**config.mk**
```make
export PLATFORM = sky130hd
export DESIGN_NAME = vga_rle_enc
export DESIGN_NICKNAME = d
export VERILOG_FILES = /design/src/rtl/vga_rle_pkg.sv /design/src/rtl/rle_fifo.sv /design/src/rtl/vga_rle_enc.sv
export SDC_FILE = /design/constraint.sdc
export NUM_CORES = 1
export LEC_CHECK = 0
export CAP_MARGIN = 10
export CORE_UTILIZATION = 30
export DETAILED_ROUTE_END_ITERATION = 16
export GPL_TIMING_DRIVEN = 0
export PLACE_DENSITY_LB_ADDON = 0.1
export SLEW_MARGIN = 5
export SYNTH_ARGS = -nofsm -noshare
export SYNTH_HDL_FRONTEND = slang
export SYNTH_SLANG_ARGS = --single-unit
```
**constraint.sdc**
```tcl
create_clock -name i_Clk -period 10 [get_ports i_Clk]
set_input_delay 2 -clock i_Clk [delete_from_list [all_inputs] [get_ports i_Clk]]
set_output_delay 2 -clock i_Clk [all_outputs]
set_load 0.01 [all_outputs]
```
**src/rtl/vga_rle_pkg.sv**
```systemverilog
// Shared types and constants for the 1-bit video run-length encoder.
// Latency: n/a (declarations only).
// Backpressure: n/a.
package vga_rle_pkg;

    localparam int WORD_W = 16;
    localparam int CNT_W  = 15;
    localparam int ADDR_W = 11;

    localparam logic [CNT_W-1:0] COUNT_MAX = 15'h7FFF;

    localparam logic BLACK = 1'b1;
    localparam logic WHITE = 1'b0;

    typedef enum logic {
        IDLE = 1'b0,
        RUN  = 1'b1
    } state_t;

    // Run word layout matches the display-side decoder ROM: {count, colour}.
    function automatic logic [WORD_W-1:0] mk_word(input logic [CNT_W-1:0] cnt,
                                                   input logic             colour);
        return {cnt, colour};
    endfunction

endpackage

```
**src/rtl/rle_fifo.sv**
```systemverilog
// Generic show-ahead FIFO: head entry is presented on rd_dat whenever rd_vld is high.
// Latency: a write into an empty FIFO is visible on the cycle after the write edge.
// Backpressure: full drops writes unless a read happens in the same cycle; rd_dat holds while !rd_rdy.
module rle_fifo #(
    parameter int WIDTH = 16,
    parameter int DEPTH = 8
) (
    input  logic             i_Clk,
    input  logic             i_Rst_n,
    input  logic             wr_vld,
    input  logic [WIDTH-1:0] wr_dat,
    output logic             full,
    input  logic             rd_rdy,
    output logic             rd_vld,
    output logic [WIDTH-1:0] rd_dat
);

    localparam int AW = (DEPTH > 1) ? $clog2(DEPTH) : 1;
    localparam logic [AW:0] FULL_CNT = (AW+1)'(DEPTH);

    logic [WIDTH-1:0] mem [DEPTH];
    logic [AW-1:0]    wr_ptr;
    logic [AW-1:0]    rd_ptr;
    logic [AW:0]      count;
    logic             wr_en;
    logic             rd_en;

    // A full FIFO still accepts a write when the head leaves in the same cycle.
    always_comb begin
        full   = (count == FULL_CNT);
        rd_vld = (count != '0);
        rd_en  = rd_rdy & rd_vld;
        wr_en  = wr_vld & (~full | rd_en);
        rd_dat = mem[rd_ptr];
    end

    // Storage is cleared on reset so the output word reads as zero when empty.
    always_ff @(posedge i_Clk or negedge i_Rst_n) begin
        if (!i_Rst_n) begin
            for (int i = 0; i < DEPTH; i++) begin
                mem[i] <= '0;
            end
            wr_ptr <= '0;
            rd_ptr <= '0;
            count  <= '0;
        end else begin
            if (wr_en) begin
                mem[wr_ptr] <= wr_dat;
                wr_ptr      <= wr_ptr + 1'b1;
            end
            if (rd_en) begin
                rd_ptr <= rd_ptr + 1'b1;
            end
            case ({wr_en, rd_en})
                2'b10:   count <= count + 1'b1;
                2'b01:   count <= count - 1'b1;
                default: count <= count;
            endcase
        end
    end

endmodule

```
**src/rtl/vga_rle_enc.sv**
```systemverilog
// Run-length encoder for 1-bit video; VGA_RLE_ENC_ADDR_EN adds per-word frame index on o_Addr.
// Latency: word pushed on the edge sampling the terminating pixel/VSync fall, visible next cycle.
// Backpressure: valid/ready output FIFO; words dropped on full or frame word limit, o_Overflow sticky.
module vga_rle_enc
    import vga_rle_pkg::*;
#(
    parameter int FIFO_DEPTH = 8,
    parameter int MAX_WORDS  = 2048
) (
    input  logic              i_Clk,
    input  logic              i_Rst_n,
    input  logic              i_DE,
    input  logic              i_VSync,
    input  logic              i_Pix,
    output logic [WORD_W-1:0] o_Word,
    output logic              o_Valid,
    input  logic              i_Ready,
    output logic              o_Overflow
`ifdef VGA_RLE_ENC_ADDR_EN
    ,
    output logic [ADDR_W-1:0] o_Addr
`endif
);

    localparam int WC_W = ADDR_W + 1;
    localparam logic [WC_W-1:0] WORD_LIMIT = WC_W'(MAX_WORDS);

`ifdef VGA_RLE_ENC_ADDR_EN
    localparam int FIFO_W = WORD_W + ADDR_W;
`else
    localparam int FIFO_W = WORD_W;
`endif

    state_t            state_q;
    state_t            state_d;
    logic [CNT_W-1:0]  run_cnt_q;
    logic [CNT_W-1:0]  run_cnt_d;
    logic              colour_q;
    logic              colour_d;
    logic              vsync_q;
    logic [WC_W-1:0]   word_cnt_q;
    logic              overflow_q;

    logic              sample;
    logic              frame_end;
    logic              push_req;
    logic [WORD_W-1:0] push_word;
    logic              limit_hit;
    logic              fifo_wr;
    logic              fifo_full;
    logic              pop;
    logic [FIFO_W-1:0] fifo_wr_dat;
    logic [FIFO_W-1:0] fifo_rd_dat;

    // Blanking (DE low) is transparent; only DE during an active frame samples a pixel.
    always_comb begin
        sample    = i_VSync & i_DE;
        frame_end = vsync_q & ~i_VSync;
        pop       = o_Valid & i_Ready;
        limit_hit = (word_cnt_q == WORD_LIMIT);
        fifo_wr   = push_req & ~limit_hit;
    end

    // Encoder state, open run and VSync history registers.
    always_ff @(posedge i_Clk or negedge i_Rst_n) begin
        if (!i_Rst_n) begin
            state_q   <= IDLE;
            run_cnt_q <= '0;
            colour_q  <= WHITE;
            vsync_q   <= 1'b0;
        end else begin
            state_q   <= state_d;
            run_cnt_q <= run_cnt_d;
            colour_q  <= colour_d;
            vsync_q   <= i_VSync;
        end
    end

    // Run tracking: close a run on colour change, saturation or frame end.
    always_comb begin
        state_d   = state_q;
        run_cnt_d = run_cnt_q;
        colour_d  = colour_q;
        push_req  = 1'b0;
        push_word = mk_word(run_cnt_q, colour_q);
        case (state_q)
            IDLE: begin
                if (sample) begin
                    state_d   = RUN;
                    colour_d  = i_Pix;
                    run_cnt_d = '0;
                end
            end
            RUN: begin
                if (frame_end) begin
                    push_req  = 1'b1;
                    state_d   = IDLE;
                    run_cnt_d = '0;
                end else if (sample) begin
                    if (i_Pix == colour_q) begin
                        if (run_cnt_q == COUNT_MAX) begin
                            // Saturated run is split; the same colour continues at count 0.
                            push_req  = 1'b1;
                            run_cnt_d = '0;
                        end else begin
                            run_cnt_d = run_cnt_q + 1'b1;
                        end
                    end else begin
                        push_req  = 1'b1;
                        colour_d  = i_Pix;
                        run_cnt_d = '0;
                    end
                end
            end
            default: state_d = IDLE;
        endcase
    end

    // Frame word index counts every word the frame produced, so ROM addresses stay aligned
    // even if the FIFO had to drop one; it clears on the frame-end edge after its push.
    always_ff @(posedge i_Clk or negedge i_Rst_n) begin
        if (!i_Rst_n) begin
            word_cnt_q <= '0;
        end else if (frame_end) begin
            word_cnt_q <= '0;
        end else if (push_req && !limit_hit) begin
            word_cnt_q <= word_cnt_q + 1'b1;
        end
    end

    // Sticky loss flag: word limit reached, or FIFO full with no pop this cycle.
    always_ff @(posedge i_Clk or negedge i_Rst_n) begin
        if (!i_Rst_n) begin
            overflow_q <= 1'b0;
        end else if (push_req && (limit_hit || (fifo_full && !pop))) begin
            overflow_q <= 1'b1;
        end
    end

    assign o_Overflow = overflow_q;

`ifdef VGA_RLE_ENC_ADDR_EN
    assign fifo_wr_dat = {word_cnt_q[ADDR_W-1:0], push_word};
    assign o_Word      = fifo_rd_dat[WORD_W-1:0];
    assign o_Addr      = fifo_rd_dat[FIFO_W-1:WORD_W];
`else
    assign fifo_wr_dat = push_word;
    assign o_Word      = fifo_rd_dat;
`endif

    rle_fifo #(
        .WIDTH (FIFO_W),
        .DEPTH (FIFO_DEPTH)
    ) u_fifo (
        .i_Clk   (i_Clk),
        .i_Rst_n (i_Rst_n),
        .wr_vld  (fifo_wr),
        .wr_dat  (fifo_wr_dat),
        .full    (fifo_full),
        .rd_rdy  (i_Ready),
        .rd_vld  (o_Valid),
        .rd_dat  (fifo_rd_dat)
    );

endmodule

```
==> results_dict.tcl <==
set metrics [dict create \
    status "finished clean" \
    grt_pass1_vias 5184 \
    synthFlopType "dfrtp_1" \
    cts_buffers 17 \
    power_mw 1.94 \
    seqPwrFrac_pct 40.8 \
    p_sw_uw 621 \
    drc 0 \
    worst_slack_ns 4.81 \
    cpLargestDelayFamily "buffers and inverters" \
    viasPerCell 4.98 \
    htreeDepth 4 \
    grt_pass1_wl_um 31700 \
    clock_skew_ns 0.0163 \
    setup_violations 0 \
    path_buf_inv 4 \
    grt_overflow 0 \
    place_congestion 0.792 \
    drive_gt1_share_pct 35.5 \
    cts.clk_slew.worst_paths_ns 0.07 \
    finalHoldViolCount 0 \
    cts_setup_buffers 0 \
    cts_resized 0 \
    core_area_mm2 0.0270 \
    ys_ff_latch 169 \
    syn_area_mm2 0.00827 \
    ant_nets 0 \
    clock_latency_ns 0.44 \
    tritoncts "done" \
    synth_commonest_cells "dfrtp_1 (169), mux2_2 (107), mux4_2 (32), mux2_4 (30), nand2_1 (27)" \
    async_flop_share_pct 100 \
    start_util_pct 30.6 \
    crit_fanout 6 \
    crit_path_max_incr_delay_ns 0.55 \
    numClockSinks 169 \
    port_buffers 23 \
    period_share_pct 51.9 \
    die_h_um 168 \
    worst_setup_path_start_kind "register" \
    worst-slew-pin-transition_ns 1.07 \
    yosys.area.top_type_share_pct 51.1 \
    cp_cell_sequence "clkbuf_1 > buf_1 > buf_6 > mux4_2 > mux2_2 > clkdlybuf4s50_1" \
    p_int_mw 1.32 \
    pre_cts_slack_ns 4.38 \
    io_pins 24 \
    p_leak_nw 4.32 \
    yosysMostFrequentCell "dfrtp_1" \
    postSynthCellCount 590 \
    root_buffer "clkbuf_16" \
    max_slew_margin_pct 28.7 \
    antenna_found_initial 0 \
    drt-wirelength-per-cell_um 20.3 \
    syn-num-nets 604 \
    crit_arrival_ns 3.19 \
    cts_hold_buf 0 \
    drt-total-wl_um 20100 \
    yosysSeqAreaShare_pct 51.1 \
    grtUsageTotal_pct 15.2 \
    yosysUniqueCellTypes 52 \
    power.share.clock_pct 33.6 \
    worst_hold_path_type "register to register" \
    max_freq_ghz 0.193 \
    fin_hold_ws_ns 0.486 \
    rsz0062_at_grt "no" \
    r2r_setup_slack_ns 6.29 \
    die_area_mm2 0.0282 \
    vias 4922 \
    required_ns 8.00 \
    first_pass_iters 4 \
    fin_nets 649 \
    pwr-share-comb_pct 25.6 \
    power_density_mw_per_mm2 203 \
    drt_iter0_markers 262 \
    ys_warn_count 0 \
    worstSetupPathType "register to output port" \
    area_growth_pct 15.5 \
    vdd_ir_drop_max_uv 112 \
    clockBufferDepth 2 \
    die_w_um 168 \
    cap_viol_max_count 0 \
    synth_area_leaders "dfrtp_1 (51%), mux2_2 (15%), mux4_2 (8.7%), mux2_4 (5.4%), xnor2_1 (1.7%)" \
    grt_max_degree 119 \
    synth_edf_count 0 \
    period_needed_ns 5.19 \
    slew_violations 0 \
    synth_largest_area_cell "dfrtp_1" \
    fill_cells 2584 \
    dpl.hpwl_um 13200 \
    endpoint_kind "output port" \
    post_synth.cell_area_avg_um2 14.0 \
    rows 60 \
    critPathSlowestCell "buf_1" \
    switching_share_pct 32.0 \
    diodes 0 \
]
## area by class of cell
class / count / area [um2] / share of cell area [%]
sequential: 169 / 4230 / 44.2
buffer: 43 / 213 / 2.23
clock buffer: 18 / 429 / 4.49
multi-input combinational: 371 / 3810 / 39.8
inverter: 7 / 26.3 / 0.275
clock inverter: 14 / 139 / 1.45
tap: 341 / 427 / 4.46
timing repair buffer: 26 / 289 / 3.02
## routing by layer
metal | global-route usage [%] | vias up | part of all wire, %
met5 | 0 | - | 0
met3 | 3.20 | 20 | 2.4
met2 | 23.4 | 55 | 46
li1 | - | 2248 | -
met1 | 21.4 | 2599 | 50
met4 | 4.35 | 0 | 1.4
## power groups by stage
stage / clock, mW / combinational (mW) / sequential [mW]
after CTS: 0.669 / 0.504 / 0.792
after global routing: 0.701 / 0.543 / 0.803
after floorplan: 0 / 0.333 / 0.792
final: 0.652 / 0.496 / 0.792
after global placement: 0 / 0.485 / 0.802
after detailed placement: 0 / 0.501 / 0.805
## sequential cells by signal, summed over array words and instances (netlist names)
register,cells
o_Overflow,1
u_fifo.mem,128
run_cnt_q,15
colour_q,1
vsync_q,1
word_cnt_q,12
u_fifo.wr_ptr,3
u_fifo.rd_ptr,3
state_q,1
u_fifo.count,4
## per-stage QoR
stage / setup TNS [ns] / std cells / instance area, um2 / util, %
floorplan: 0 / 590 / 8270 / -
global placement: -34.23 / 954 / 8930 / 33.0
detailed placement: 0 / 956 / 8980 / 33.2
CTS: 0 / 988 / 9550 / 35.3
global route: 0 / 989 / 9560 / 35.4
finish: 0 / 989 / 9560 / 35.4
## layout by cell type (no fill, tap or decap), drive strengths merged, types with 2 or more instances in the layout
cell and n:
and3 4, nor4b 3, a21oi 15, nand3 13, o21bai 2, nand2b 2
inv 13, xnor2 16, mux2 147, a2111oi 3, o21ai 14, xor2 5
clkinv 4, ha 8, mux4 32, or4 6, and4 2, a22o 2
nor3b 3, nand4 6, nor2b 2, nor4 3, o31ai 4, nand3b 6
buf 24, nor2 19, nand2 27, and2 2, clkinvlp 3, a21o 3
or3 6, clkbuf 41, nor3 8, clkdlybuf4s50 22, dfrtp 169
## final timing paths
kind,from,endpoint,cells past startpoint
worst max-delay path,u_fifo.rd_ptr[0],o_Word[15],6
worst min-delay path,u_fifo.mem[46],u_fifo.mem[46],1
worst max register to register,run_cnt_q[0],u_fifo.count[2],13
worst min register to register,u_fifo.mem[46],u_fifo.mem[46],1
max in group asynchronous,i_Rst_n,run_cnt_q[0],2
min in group asynchronous,i_Rst_n,u_fifo.mem[30],1
## cells by family after synthesis
kind of cell / synth area share, %
mux: 30.1
flops: 51.1
simple gates: 8.79
buf+inv: 2.87
compound gates: 3.72
xor+xnor: 2.22
fa+ha+maj: 1.21
(Power assumes the default switching activity.)
